### src/rtl/io_ctrl_pkg.sv
// rtl/io_ctrl_pkg.sv - shared types and constants for the I/O interrupt controller
package io_ctrl_pkg;

    typedef enum logic {
        OUT_IDLE = 1'b0,
        OUT_SEND = 1'b1
    } out_state_t;

    localparam int         DATA_W_DEF = 8;
    localparam logic       FGO_RST    = 1'b1;
    localparam logic [1:0] IMSK_RST   = 2'b11;

endpackage

### src/rtl/io_flag_ff.sv
// rtl/io_flag_ff.sv - single flag flop with set/clear inputs, clear wins
module io_flag_ff #(
    parameter logic RST_VAL = 1'b0
) (
    input  logic clock,
    input  logic reset,
    input  logic set,
    input  logic clr,
    output logic q
);

    // Clear beats set so simultaneous disable/enable strobes leave the flag low
    always_ff @(posedge clock or posedge reset) begin
        if (reset) begin
            q <= RST_VAL;
        end else if (clr) begin
            q <= 1'b0;
        end else if (set) begin
            q <= 1'b1;
        end
    end

endmodule

### src/rtl/io_interrupt_controller.sv
// rtl/io_interrupt_controller.sv - INPR/OUTR, FGI/FGO/IEN and interrupt request (optional mask: IO_IRQ_MASK_EN)
module io_interrupt_controller
    import io_ctrl_pkg::*;
#(
    parameter int DATA_W = DATA_W_DEF
) (
    input  logic              clock,
    input  logic              reset,
    input  logic              in_valid,
    input  logic [DATA_W-1:0] in_data,
    output logic              in_ready,
    output logic              out_valid,
    output logic [DATA_W-1:0] out_data,
    input  logic              out_ready,
    input  logic              inp_rd,
    input  logic              out_wr,
    input  logic [DATA_W-1:0] ac_lo,
    input  logic              ion,
    input  logic              iof,
    input  logic              int_ack,
`ifdef IO_IRQ_MASK_EN
    input  logic              imsk_wr,
    input  logic [1:0]        imsk_data,
`endif
    output logic [DATA_W-1:0] inpr,
    output logic              fgi,
    output logic              fgo,
    output logic              ien,
    output logic              int_req,
    output logic              io_err
);

    out_state_t        out_state;
    logic [DATA_W-1:0] outr;
    logic              in_take;
    logic              inp_bad;
    logic              out_bad;

    // A byte is only taken while FGI is low; an INP in the same cycle clears FGI first
    assign in_ready = ~fgi;
    assign in_take  = in_valid & ~fgi;
    assign inp_bad  = inp_rd & ~fgi;
    assign out_bad  = out_wr & (out_state == OUT_SEND);
    assign out_data = outr;

    io_flag_ff #(.RST_VAL(1'b0)) u_fgi (
        .clock (clock),
        .reset (reset),
        .set   (in_take),
        .clr   (inp_rd & fgi),
        .q     (fgi)
    );

    io_flag_ff #(.RST_VAL(FGO_RST)) u_fgo (
        .clock (clock),
        .reset (reset),
        .set   ((out_state == OUT_SEND) & out_ready),
        .clr   ((out_state == OUT_IDLE) & out_wr),
        .q     (fgo)
    );

    io_flag_ff #(.RST_VAL(1'b0)) u_ien (
        .clock (clock),
        .reset (reset),
        .set   (ion),
        .clr   (iof | int_ack),
        .q     (ien)
    );

    // Input register captures the device byte on an accepted transfer
    always_ff @(posedge clock or posedge reset) begin
        if (reset) begin
            inpr <= '0;
        end else if (in_take) begin
            inpr <= in_data;
        end
    end

    // Output handshake FSM; OUTR is frozen while a byte is on offer
    always_ff @(posedge clock or posedge reset) begin
        if (reset) begin
            out_state <= OUT_IDLE;
            out_valid <= 1'b0;
            outr      <= '0;
        end else begin
            case (out_state)
                OUT_IDLE: begin
                    if (out_wr) begin
                        outr      <= ac_lo;
                        out_state <= OUT_SEND;
                        out_valid <= 1'b1;
                    end
                end
                OUT_SEND: begin
                    if (out_ready) begin
                        out_state <= OUT_IDLE;
                        out_valid <= 1'b0;
                    end
                end
                default: begin
                    out_state <= OUT_IDLE;
                    out_valid <= 1'b0;
                end
            endcase
        end
    end

    // Error pulse one cycle after an INP with no byte or an OUT while busy
    always_ff @(posedge clock or posedge reset) begin
        if (reset) begin
            io_err <= 1'b0;
        end else begin
            io_err <= inp_bad | out_bad;
        end
    end

`ifdef IO_IRQ_MASK_EN
    logic [1:0] imsk;

    // Per-flag interrupt mask, both sources enabled out of reset
    always_ff @(posedge clock or posedge reset) begin
        if (reset) begin
            imsk <= IMSK_RST;
        end else if (imsk_wr) begin
            imsk <= imsk_data;
        end
    end

    assign int_req = ien & ((fgi & imsk[0]) | (fgo & imsk[1]));
`else
    assign int_req = ien & (fgi | fgo);
`endif

endmodule

### config.mk
export PLATFORM = sky130hd
export DESIGN_NAME = io_interrupt_controller
export DESIGN_NICKNAME = d
export VERILOG_FILES = /design/src/rtl/io_ctrl_pkg.sv /design/src/rtl/io_flag_ff.sv /design/src/rtl/io_interrupt_controller.sv
export SDC_FILE = /design/constraint.sdc
export NUM_CORES = 1
export LEC_CHECK = 0
export CORE_MARGIN = 2
export CORE_UTILIZATION = 35
export DETAILED_ROUTE_END_ITERATION = 7
export PLACE_DENSITY = 0.73
export SETUP_SLACK_MARGIN = 0.2
export SYNTH_ARGS = -nofsm -noshare
export SYNTH_HDL_FRONTEND = slang
export SYNTH_SLANG_ARGS = --single-unit
### constraint.sdc
create_clock -name clock -period 2.2 [get_ports clock]
set_input_delay 0.22 -clock clock [delete_from_list [all_inputs] [get_ports clock]]
set_output_delay 0.22 -clock clock [all_outputs]
set_load 0.03 [all_outputs]
* After elaboration in Yosys (flattened, before gate mapping)
Cells that the tools add are included.
** Storage, ports and cells
- Bits in registers :: 22
- Bits of input ports :: 25
** Cells by class
- Equal/unequal tests :: 2
- Muxes and demuxes :: 12
- Bitwise logic cells :: 12
- Reduce and logical (&&, ||, !) cells :: 5
** Operators with widths (number)
- 1-bit two-way mux :: 10
- 1-bit bitwise AND :: 7
- 2-bit nonzero test :: 3
- 2-bit inequality test, second input constant :: 2
- 1-bit one-hot mux with 2 select lines :: 2
- 2-bit AND reduction :: 2
- 1-bit bitwise OR :: 3
- 1-bit NOT :: 2

* Depth between registers and ports, before layout
- Depth after elaboration :: 4
- Depth in mapped cells :: 3

* By module
From an unflattened synthesis, not the netlist that was laid out.
** Unflattened totals
- Cell total of the unflattened synthesis :: 59
- Area, all modules :: 903.4 µm²
** By module, submodules not included
- io_interrupt_controller :: instances 1, cells each 50, area each 785.8 µm², sequential area each 475.5 µm²
- io_flag_ff at u_fgi ... :: instances 2, cells each 3, area each 38.8 µm², sequential area each 25.0 µm²
- io_flag_ff at u_fgo :: instances 1, cells each 3, area each 40.0 µm², sequential area each 26.3 µm²

* Worst setup path after synthesis
Ideal clock, no wire load.
- Path type :: register -> register
- Start :: register u_fgi.q
- End :: register inpr[0]
- Library setup time :: 125 ps
- Arrival time :: 1146 ps
- Required time :: 2075 ps
- Slack :: 929 ps
- Cell stages (with the launch flop) :: 4
- Buffers on the path :: 1
- Clock period less this slack :: 1271 ps
- Path through :: dfrtp_1 -> nor2b_1 -> buf_6 -> mux2_2
** On the way
- Cells in the longest elaborated chain, start to end :: 2
** RTL lines
- from (decl) :: line io_flag_ff.sv:9 : output logic q
- from (signal assigned) :: line io_flag_ff.sv:15 : q <= RST_VAL;
- from (signal assigned) :: line io_flag_ff.sv:17 : q <= 1'b0;
- from (signal assigned) :: line io_flag_ff.sv:19 : q <= 1'b1;
- 1-bit NOT :: line io_interrupt_controller.sv:41 : assign in_take = in_valid & ~fgi;
- 1-bit bitwise AND :: line io_interrupt_controller.sv:41
- to (signal assigned) :: line io_interrupt_controller.sv:75 : inpr <= in_data;
- to (decl) :: line io_interrupt_controller.sv:25 : output logic [DATA_W-1:0] inpr,
Every way passes these cells.
A chain may end at the register's enable or synchronous reset.

* Final worst setup path
- Start :: register u_fgo.q
- End :: output int_req
** On the way
- Cells in the longest elaborated chain, start to end :: 2
** RTL lines
- from (decl) :: line io_flag_ff.sv:9
- from (signal assigned) :: line io_flag_ff.sv:15
- from (signal assigned) :: line io_flag_ff.sv:17
- from (signal assigned) :: line io_flag_ff.sv:19
- 1-bit bitwise OR :: line io_interrupt_controller.sv:131 : assign int_req = ien & (fgi | fgo);
- 1-bit bitwise AND :: line io_interrupt_controller.sv:131
- to (decl) :: line io_interrupt_controller.sv:29 : output logic int_req,
Every way passes these cells.

==> summary.md <==
| Metric | Value |
|---|---|
| Status | completed |
| Cell-internal power | 959.7 µW |
| RSZ-0062 raised after global routing | false |
| FFs w/ async S/R, synth | 100.0% |
| Remaining Overflow, GRT | 0 |
| Routed wire length | 1.968 mm |
| PortBufs | 47 |
| CTS clock-pin slew for the worst setup and hold paths | 0.12 ns |
| First-pass GRT wire length | 2.856 mm |
| Number of flops mapped to enable cells by yosys | 0 |
| Vias per Instance | 4.536 |
| Min Tclk post-route | 1.855 ns |
| Crit Path Max Fanout | 4 |
| Dominant cells by area after synthesis | dfrtp_1 (60%), mux2_4 (14%), mux2_2 (10%) |
| Top cells by count, synth | dfrtp_1 (21), mux2_2 (8), mux2_4 (8) |
| Overall Global Routing Usage | 13.91% |
| Most used flip-flop cell after synthesis | dfrtp_1 |
| Clk_lat worst skew | 0.30 ns |
| Post-CTS Hold Buffers | 0 |
| HP Class | in2async |
| Initial drt markers | 0 |
| Die ar. | 2930 µm² |
| Drc violations | 0 |
| CTS root buf | clkbuf_4 |
| Avg Inst Size Synth | 14.91 µm² |
| Flops & latches, synth | 22 |
| Ant diodes | 0 |
| PostCTS Resize Cnt | 0 |
| Critical path startpoint category | flip-flop |
| Reported net switching power | 452.4 µW |
| Data arrival time of the critical path | 1.63 ns |
| Least-Margin Pin Slew | 0.5877 ns |
| Top Ports | 48 |
| Maximum VDD drop | 0.5819 mV |
| Biggest area consumer among synthesized cells | dfrtp_1 |
| Total of max-cap violations | 0 |
| Flop pwr share | 38.9% |
| Gate power share | 39.6% |
| Vias in the first global route | 651 |
| Fin. max-slew vios | 0 |
| Initial antenna violation count | 0 |
| Detail Route Antenna Nets | 0 |
| Final hold viol count | 0 |
| Routability cong. | 0.7232 |
| Setup bufs post-CTS | 0 |
| Fraction of layout cells with a size suffix above 1 | 21.82% |
| Fmax | 539.1 MHz |
| Nature of the critical path endpoint | output port |
| Switching share of power | 32.04% |
| Relative slew margins | 60.64% |
| Mapped Area | 879.6 µm² |
| Most common cell in the synthesized netlist | dfrtp_1 |
| PnR worst setup slack | 0.3451 ns |
| Share of Yosys cell area claimed by the top area cell type | 59.74% |
| Vias | 635 |
| Max Buffers Root-to-Sink | 2 |
| Height of the die | 54.13 µm |
| CTS H-tree depth | 1 |
| Final count of negative-setup-slack endpoints | 0 |
| TritonCTS Buffers | 3 |
| Die X-Extent | 54.13 µm |
| Clk sinks | 22 |
| Std-Cell Rows | 18 |
| Finished Cell Area | 1433 µm² |
| Mapped Cells | 59 |
| TritonCTS clock tree | built |
| Synth cell types | 16 |
| Placeable Area | 2432 µm² |
| Initial core utilization | 36.16% |
| Area grow syn2layout | 62.87% |
| Worst Skew | 0.006895 ns |
| NumNets Final | 136 |
| Pleak | 0.0006253 µW |
| Setup TNS | 0 ns |
| HPWL after DPL | 1.550 mm |
| Clock power share | 21.5% |
| Type of the worst setup path | reg2out |
| Pin count of the biggest net entering global routing | 15 |
| Fillcell total | 216 |
| Fin crit share | 84.31% |
| Post-DP Area | 1380 µm² |
| Yosys warns | 0 |
| WP data required | 1.98 ns |
| DP Worst Slack | 0.3827 ns |
| Post-synthesis sequential area ratio | 62.73% |
| Pwr/cell area | 985.6 nW/µm² |
| DRT Pass-1 Iters | 1 |
| DR WL/cell | 14.06 µm |
| Total nets after synthesis | 84 |
## logic make-up (layout without fill, tap and decap cells)
kind of cell	count (synthesis)	count (layout)	share of synthesized area, %
buffers and inverters	7	58	4.694
flip-flops	22	22	62.73
AO/OA/AOI/OAI	7	7	4.694
multiplexers	16	16	23.90
AND/OR/NAND/NOR	7	7	3.983
## metrics by stage
step	hold WS, ns	utilization (%)	total power (µW)	std cells
detailed placement	0.4916	56.74	1123	136
floorplan	0.2085	-	869.2	59
global route	0.2708	58.90	1473	140
CTS	0.2387	58.90	1429	140
global placement	0.4784	56.74	1109	136
finish	0.2301	58.90	1412	140
## layer usage
metal	routed length, µm	global-route usage (%)
met5	0	0
met1	766	14.51
met4	12	6.250
met3	135	1.667
met2	1053	27.11
## final timing paths
kind / start / endpoint / slack, ns / cells after the start
max: u_fgo.q / int_req / 0.35 / 2
min: reset / inpr[6] / 0.23 / 2
max reg2reg: out_state / out_data[3] / 0.78 / 2
min reg2reg: inpr[4] / inpr[4] / 0.52 / 1
max in group asynchronous: reset / u_fgo.q / 1.36 / 3
min in group clock: iof / u_ien.q / 0.44 / 2
## sequential cells by signal (all words and copies together), names as in the netlist
register / flops
inpr: 8
io_err: 1
out_data: 8
out_state: 1
out_valid: 1
u_fgi.q: 1
u_fgo.q: 1
u_ien.q: 1
## worst max-delay path, stage by stage (launching register included)
cell and delay [ns]:
dfstp_2 0.57, o21a_1 0.11, clkdlybuf4s50_1 0.66
## power groups by stage
stage	Combinational, µW	Sequential (µW)	Clock (µW)
final	559	549	304
after CTS	565	551	312
after floorplan	144	725	0
after detailed placement	565	558	0
after global routing	588	560	325
after global placement	553	556	0
## cells in the final DEF (no fill, tap or decap), drive strengths merged
cell type,n
clkdlybuf4s50,47
a21oi,1
nor3,1
dfstp,1
mux2,16
o22ai,1
buf,2
inv,5
nor2b,2
nand2,1
bufinv,1
a21o,1
o21a,1
nor2,3
o21ai,3
dfrtp,21
clkbuf,3
## area by class of cell
class / instances / area (µm²) / area share [%]
clock buffer: 3 / 22.52 / 1.572
clock inverter: 1 / 30.03 / 2.096
inverter: 5 / 18.77 / 1.310
multi-input combinational: 30 / 286.5 / 20.00
sequential: 22 / 551.8 / 38.52
tap: 30 / 37.54 / 2.620
timing repair buffer: 49 / 485.5 / 33.89
Power figures use the tool's default switching activity.
